**src/rtl/aes_rcon_gen.sv**
```systemverilog
// AES round-constant sequencer for the key-expansion datapath.
// Walks the rcon sequence forward (0x01 upward, xtime) or in reverse
// (final constant downward, inverse xtime) for AES-128/192/256 schedules.
// The rcon byte sits in the top byte of the output word; all other bits are zero.
module aes_rcon_gen #(
    parameter int unsigned W      = 32,
    parameter bit          INV_EN = 1'b1
) (
    input  logic         clk,
    input  logic         rst,
    input  logic         kld,
    input  logic [1:0]   klen,
    input  logic         dir,
    input  logic         adv,
    output logic [W-1:0] rcon,
    output logic [3:0]   rnd_idx,
    output logic         valid,
    output logic         last,
    output logic         done
);

    typedef enum logic [1:0] {
        ST_IDLE,
        ST_RUN,
        ST_DONE
    } state_t;

    state_t      state_q, state_d;
    logic [7:0]  byte_q,  byte_d;
    logic [3:0]  idx_q,   idx_d;
    logic [3:0]  len_q,   len_d;
    logic        dir_q,   dir_d;
    logic        valid_q, valid_d;
    logic        last_q,  last_d;
    logic        done_q,  done_d;

    logic [3:0]  kld_len;
    logic        kld_dir;
    logic [3:0]  idx_inc;

    // GF(2^8) multiply by x, reduction polynomial 0x11b
    function automatic logic [7:0] xtime(input logic [7:0] b);
        return {b[6:0], 1'b0} ^ (b[7] ? 8'h1b : 8'h00);
    endfunction

    // GF(2^8) multiply by x^-1 (inverse of xtime)
    function automatic logic [7:0] inv_xtime(input logic [7:0] b);
        return b[0] ? (((b ^ 8'h1b) >> 1) | 8'h80) : (b >> 1);
    endfunction

    // Decode walk length and effective direction from the load-time inputs
    always_comb begin
        unique case (klen)
            2'd1:    kld_len = 4'd8;
            2'd2:    kld_len = 4'd7;
            default: kld_len = 4'd10;
        endcase
        kld_dir = INV_EN ? dir : 1'b0;
        idx_inc = idx_q + 4'd1;
    end

    // Next-state logic: kld has priority over adv in every state
    always_comb begin
        state_d = state_q;
        byte_d  = byte_q;
        idx_d   = idx_q;
        len_d   = len_q;
        dir_d   = dir_q;
        valid_d = valid_q;
        last_d  = last_q;
        done_d  = 1'b0;

        if (kld) begin
            state_d = ST_RUN;
            idx_d   = '0;
            len_d   = kld_len;
            dir_d   = kld_dir;
            valid_d = 1'b1;
            last_d  = (kld_len == 4'd1);
            if (!kld_dir) begin
                byte_d = 8'h01;
            end else begin
                unique case (kld_len)
                    4'd8:    byte_d = 8'h80;
                    4'd7:    byte_d = 8'h40;
                    default: byte_d = 8'h36;
                endcase
            end
        end else if (adv && state_q == ST_RUN && valid_q) begin
            if (last_q) begin
                state_d = ST_DONE;
                valid_d = 1'b0;
                last_d  = 1'b0;
                done_d  = 1'b1;
            end else begin
                idx_d  = idx_inc;
                byte_d = dir_q ? inv_xtime(byte_q) : xtime(byte_q);
                last_d = (idx_inc == (len_q - 4'd1));
            end
        end
    end

    // State and output registers, asynchronously cleared
    always_ff @(posedge clk or posedge rst) begin
        if (rst) begin
            state_q <= ST_IDLE;
            byte_q  <= '0;
            idx_q   <= '0;
            len_q   <= 4'd10;
            dir_q   <= 1'b0;
            valid_q <= 1'b0;
            last_q  <= 1'b0;
            done_q  <= 1'b0;
        end else begin
            state_q <= state_d;
            byte_q  <= byte_d;
            idx_q   <= idx_d;
            len_q   <= len_d;
            dir_q   <= dir_d;
            valid_q <= valid_d;
            last_q  <= last_d;
            done_q  <= done_d;
        end
    end

    // Place the rcon byte in the top byte of the output word
    always_comb begin
        rcon            = '0;
        rcon[W-1 -: 8]  = byte_q;
    end

    assign rnd_idx = idx_q;
    assign valid   = valid_q;
    assign last    = last_q;
    assign done    = done_q;

endmodule

```
**config.mk**
```make
export PLATFORM = sky130hd
export DESIGN_NAME = aes_rcon_gen
export DESIGN_NICKNAME = d
export VERILOG_FILES = /design/src/rtl/aes_rcon_gen.sv
export SDC_FILE = /design/constraint.sdc
export NUM_CORES = 1
export LEC_CHECK = 0
export ABC_AREA = 1
export BUFFER_PORTS_ARGS = -buffer_cell sky130_fd_sc_hd__buf_4
export CORE_ASPECT_RATIO = 0.75
export CORE_MARGIN = 4
export CORE_UTILIZATION = 54
export CTS_BUF_LIST = sky130_fd_sc_hd__clkbuf_16
export CTS_CLUSTER_SIZE = 24
export DETAILED_ROUTE_END_ITERATION = 8
export PLACE_DENSITY = 0.91
export SLEW_MARGIN = 10
export SYNTH_ARGS = -nofsm -noshare
export SYNTH_HDL_FRONTEND = slang
export SYNTH_SLANG_ARGS = --single-unit
```
**constraint.sdc**
```tcl
create_clock -name clk -period 2.95 [get_ports clk]
set_input_delay 0.59 -clock clk [delete_from_list [all_inputs] [get_ports clk]]
set_output_delay 0.59 -clock clk [all_outputs]
set_load 0.02 [all_outputs]
```
==> Yosys cells after proc, flatten, opt, wreduce, memory -nomap -nowiden <==
Index checks and enable logic that the tools add are counted.
{ "word_totals": {"regBits": 22, "output_inout_bits": 39, "word_cells": 50} }
{ "classes": {"n_eq_ne": 8, "n_bitwise": 2, "addsub": 2, "n_reduce_logical": 6, "mux": 24} }
{ "op_table": {"columns": ["cell", "count"], "rows": [
  ["2-to-1 mux 8 bit", 6],
  ["case mux 8 bit (2 select lines)", 1],
  ["2-to-1 mux 4 bit", 3],
  ["2-to-1 mux 1 bit", 9],
  ["case mux 4 bit (2 select lines)", 1],
  ["bitwise XOR 8 x 5 -> 8 bit", 1],
  ["2-to-1 mux 2 bit", 3],
  ["2-to-1 mux 5 bit", 1],
  ["adder 4 x 1 -> 4 bit, second input constant", 1],
  ["== test 2 x 1 -> 1 bit, second input constant", 2],
  ["== test 4 x 1 -> 1 bit, second input constant", 1],
  ["== test 4 x 3 -> 1 bit, second input constant", 1],
  ["== test 4 bit", 1],
  ["== test 4 bit, second input constant", 1],
  ["NOT 4 bit", 1],
  ["AND reduction 2 bit", 2],
  ["nonzero test 2 bit", 2],
  ["subtractor 4 x 1 -> 4 bit, second input constant", 1],
  ["== test 2 bit, second input constant", 1],
  ["logical AND 1 bit", 2],
  ["!= test 2 bit, second input constant", 1]
]} }

==> Logic depth before layout (Yosys ltp) <==
{ "depth": {"depth_word": 6, "depth_mapped": 10, "depth_no_buf": 10} }

==> Worst setup path after synthesis <==
Ideal clock, no wire load.
{ "synth_timing": {"kind": "reg-to-reg", "startpoint": "register idx_q[0] (netlist: rnd_idx[0])", "endpoint": "register last_q (netlist: last)", "setup_time_ps": 117, "synth_period_minus_slack_ps": 1402, "stages_incl_launch_ff": 9, "slack_ps": 1548, "arrival_time_ps": 1285, "t_required_ps": 2833, "n_path_buf": 0, "cell_sequence": "dfrtp_1 -> ha_1 -> or2_2 -> nand2_1 -> nand2_1 -> nand2_1 -> nor2_1 -> nand2_1 -> nand2_1"} }
{ "synth_between": {"elab_chain_len": 5} }
{ "synth_lines": {"columns": ["item", "line", "source"], "rows": [
  ["start: declaration", "30", "logic [3:0] idx_q, idx_d;"],
  ["start signal: assignment", "117", "idx_q <= idx_d;"],
  ["adder 4 x 1 -> 4 bit", "59", "idx_inc = idx_q + 4'd1;"],
  ["== test 4 bit", "98", "last_d = (idx_inc == (len_q - 4'd1));"],
  ["2-to-1 mux 1 bit", "90", "if (last_q) begin"],
  ["2-to-1 mux 1 bit", "89", "end else if (adv && state_q == ST_RUN && valid_q) begin"],
  ["2-to-1 mux 1 bit", "73", "if (kld) begin"],
  ["end signal: assignment", "121", "last_q <= last_d;"],
  ["end: declaration", "34", "logic last_q, last_d;"]
]} }
No other way between the ends. The select of a mux whose other input is x is not followed.
A chain may end at the register's enable or synchronous reset.

==> Worst setup path in the final report <==
{ "layout_timing": {"startpoint": "register idx_q[0] (netlist: rnd_idx[0])", "endpoint": "output port rnd_idx[0]"} }
{ "layout_rtl": {"columns": ["item", "line", "source"], "rows": [
  ["end: declaration", "16", "output logic [3:0] rnd_idx,"]
]} }
No word-level cell between the ends.

==> metrics.md <==
| Metric | Value |
|---|---|
| Slew at the pin with the worst max-slew slack | `0.737 ns` |
| First DRT Iteration DRCs | `108` |
| Overall fraction of global-route tracks in use | `18.2%` |
| Non-filler cells, final | `238` |
| Yosys top cell by area | `dfrtp_1` |
| Count of buffers added by post-CTS timing repair for setup | `0` |
| Final setup violating endpoints | `0` |
| P&R area growth vs syn | `12.7%` |
| Count of cells along the worst register-to-register path | `8` |
| Number of hold violations in the final report | `0` |
| Antenna Diode Count | `0` |
| TritonCTS clock tree | `done` |
| Starting Density | `59.1%` |
| FF+latch area | `503 µm²` |
| Post-detailed-routing wire length | `2940 µm` |
| Maximum level of the CTS H-tree | `1` |
| Buffer depth of the longest clock path | `2` |
| Root buffer selected by CTS | `clkbuf_16` |
| Synth Warn # | `0` |
| Crit path buffers/inverters | `1` |
| Die height | `52.4 µm` |
| Worst path max stage delay | `0.48 ns` |
| Maximum Capacitance Violations | `0` |
| Width of the chip | `67.2 µm` |
| Average detailed-routed wire length per instance | `12.4 µm` |
| Post-Syn Instances | `182` |
| DRT antenna net count | `0` |
| Count of placed standard cells including taps | `234` |
| # DRC | `0` |
| Highest attainable clock frequency | `0.658 GHz` |
| Final #Nets | `218` |
| Endpoint required time on the critical path | `2.36 ns` |
| Cell Pwr Density | `625 mW/mm²` |
| Maximum VDD drop | `0.403 mV` |
| Path length in cells of the critical path | `1` |
| Sequential area share after synthesis | `35.4%` |
| Full die area | `0.00352 mm²` |
| Placeable core area | `0.00240 mm²` |
| Clock-pin slew on the worst setup and hold paths | `0.06 ns` |
| Clk pwr share | `37.7%` |
| Combinational share of power | `27.0%` |
| Buffers on Ports | `21` |
| Maximum fanout encountered on the critical timing path | `8` |
| Crit end category | `output port` |
| Power Internal | `0.675 mW` |
| Setup tns final | `0 ns` |
| Net switching power | `0.325 mW` |
| Unrepaired setup endpoints after global routing | `no` |
| Aggregate global routing overflow | `0` |
| Yosys top cell area share | `31.7%` |
| Seq pwr share | `35.2%` |
| Number of cell rows | `15` |
| Antenna violations before repair | `0` |
| Pleak | `0.882 nW` |
| Number of clock buffers inserted by TritonCTS | `3` |
| Number of fill cells in the layout | `227` |
| Via count of the first global-routing pass | `1031` |
| Path type of the worst min-delay path | `in2async` |
| Largest cells by area after synthesis | `dfrtp_1, buf_4, nand2_1, inv_1, ha_1` |
| HPWL after detailed placement | `2180 µm` |
| Result of the run | `completed` |
| Layout cells sized above 1 | `18.6%` |
| Fraction of power spent switching nets | `32.5%` |
| Critical-path cell list | `buf_4` |
| Io pins | `46` |
| Tcrit/Tclk final | `51.6%` |
| Hold-fix buffer count after cts | `0` |
| Slew headroom | `50.8%` |
| Detailed-routing iteration count for the pre-antenna-repair pass | `4` |
| Mean Syn Cell Area | `7.80 µm²` |
| Final Skew | `0.00346 ns` |
| End-of-flow core utilization | `66.6%` |
| Global-route wire length before repair | `4720 µm` |
| Critical setup path kind | `reg2out` |
| Minimum period implied by the final worst setup slack | `1.52 ns` |
| Cell with the biggest individual delay on the critical path | `dfrtp_1` |
| Sort of element at the start of the critical path | `flip-flop` |
| Multi-input combinational cell area | `696 µm²` |
| Number of cells upsized or downsized after cts | `0` |
| Maximum number of pins on one net before global-route repair | `21` |
| Synth cell types | `27` |
| Via count normalized by instance count | `4.82` |
| Max-slew violation count | `0` |
| Netlist area before placement | `0.00142 mm²` |
| Number of vias in the routed layout | `1146` |
| Clock latency of the later-clocked register in the worst-skew pair | `0.26 ns` |
| Register bit count reported by yosys | `20` |
| CP Data Arrival Time | `0.93 ns` |
| TritonCTS Sinks | `20` |
| Crit-path leading delay family | `flip-flops` |
| Final RePlAce weighted congestion | `0.849` |
[flip-flops by register name (all words and copies together) (netlist names)]
register,count
state_q,2
last,1
rnd_idx,4
len_q,3
dir_q,1
done,1
byte_q,8
[through the flow]
stage          worst slack (ns)  power [mW]  hold slack [ns]  cell area, µm²
2_1_floorplan              1.55       0.566            0.474            1510
3_3_place_gp               1.42       0.613            0.489            1500
3_5_place_dp               1.38       0.621            0.504            1500
4_1_cts                    1.43       0.999            0.499            1600
5_1_grt                    1.39        1.05            0.540            1600
6_report                   1.43        1.00            0.462            1600
[synthesized netlist by cell type, drive strengths merged]
library cell / number
nand2: 51
nand4: 2
nand3: 13
inv: 23
buf: 26
a21oi: 1
nor2: 13
a22o: 1
ha: 6
conb: 1
xnor2: 2
xor2: 2
o22ai: 1
o21ai: 14
or2: 1
o211ai: 5
dfrtp: 18
dfstp: 2
[placed cells by master, fill, tap and decap left out, types with 3 or more instances in the layout]
cell type / instances
o21ai_1: 4
buf_4: 21
o21ai_2: 3
dfrtp_1: 18
inv_1: 21
conb_1: 24
o21ai_0: 7
ha_1: 6
clkbuf_16: 3
o211ai_1: 4
nand2_1: 48
nand3_1: 12
nor2_1: 13
nand2_4: 3
[path summary, 6_finish.rpt]
path / startpoint / to / slack (ns)
worst min register to register: len_q[1] / len_q[1] / 0.51
max in group asynchronous: rst / byte_q[2] / 2.02
worst max-delay path: rnd_idx[0] / rnd_idx[0] / 1.43
worst min-delay path: rst / done / 0.46
worst max register to register: rnd_idx[0] / last / 1.49
min in group clk: len_q[1] / len_q[1] / 0.51
[power groups by stage]
stage / logic, mW / registers (mW) / clock network, mW
3_5_place_dp: 0.267 / 0.355 / 0
5_1_grt: 0.300 / 0.357 / 0.391
3_3_place_gp: 0.260 / 0.353 / 0
6_report: 0.270 / 0.352 / 0.377
4_1_cts: 0.272 / 0.351 / 0.376
2_1_floorplan: 0.188 / 0.379 / 0
[routing by layer]
layer	vias up	global-route usage (%)	part of all wire, %
li1	573	-	-
met4	0	4.04	1.3
met5	-	0	0
met1	523	24.7	44
met3	5	4.94	7.8
met2	45	28.9	47
[logic make-up (layout without fill, tap and decap cells)]
group	count (synthesis)	count (layout)	synth area share (%)
fa+ha+maj	6	6	5.29
simple gates	80	80	24.8
flops	20	20	35.4
buf+inv	49	48	21.7
compound gates	22	22	10.1
xor+xnor	4	4	2.47
other cells	1	24	0.264
[layout make-up]
| cell class | count | share of cell area [%] |
|---|---|---|
| clock buffer | 3 | 4.69 |
| clock inverter | 1 | 1.88 |
| inverter | 23 | 6.02 |
| multi-input combinational | 136 | 43.5 |
| sequential | 20 | 31.4 |
| tap | 34 | 2.66 |
| timing repair buffer | 21 | 9.85 |
Note: power is estimated with default switching activity, not from simulation.
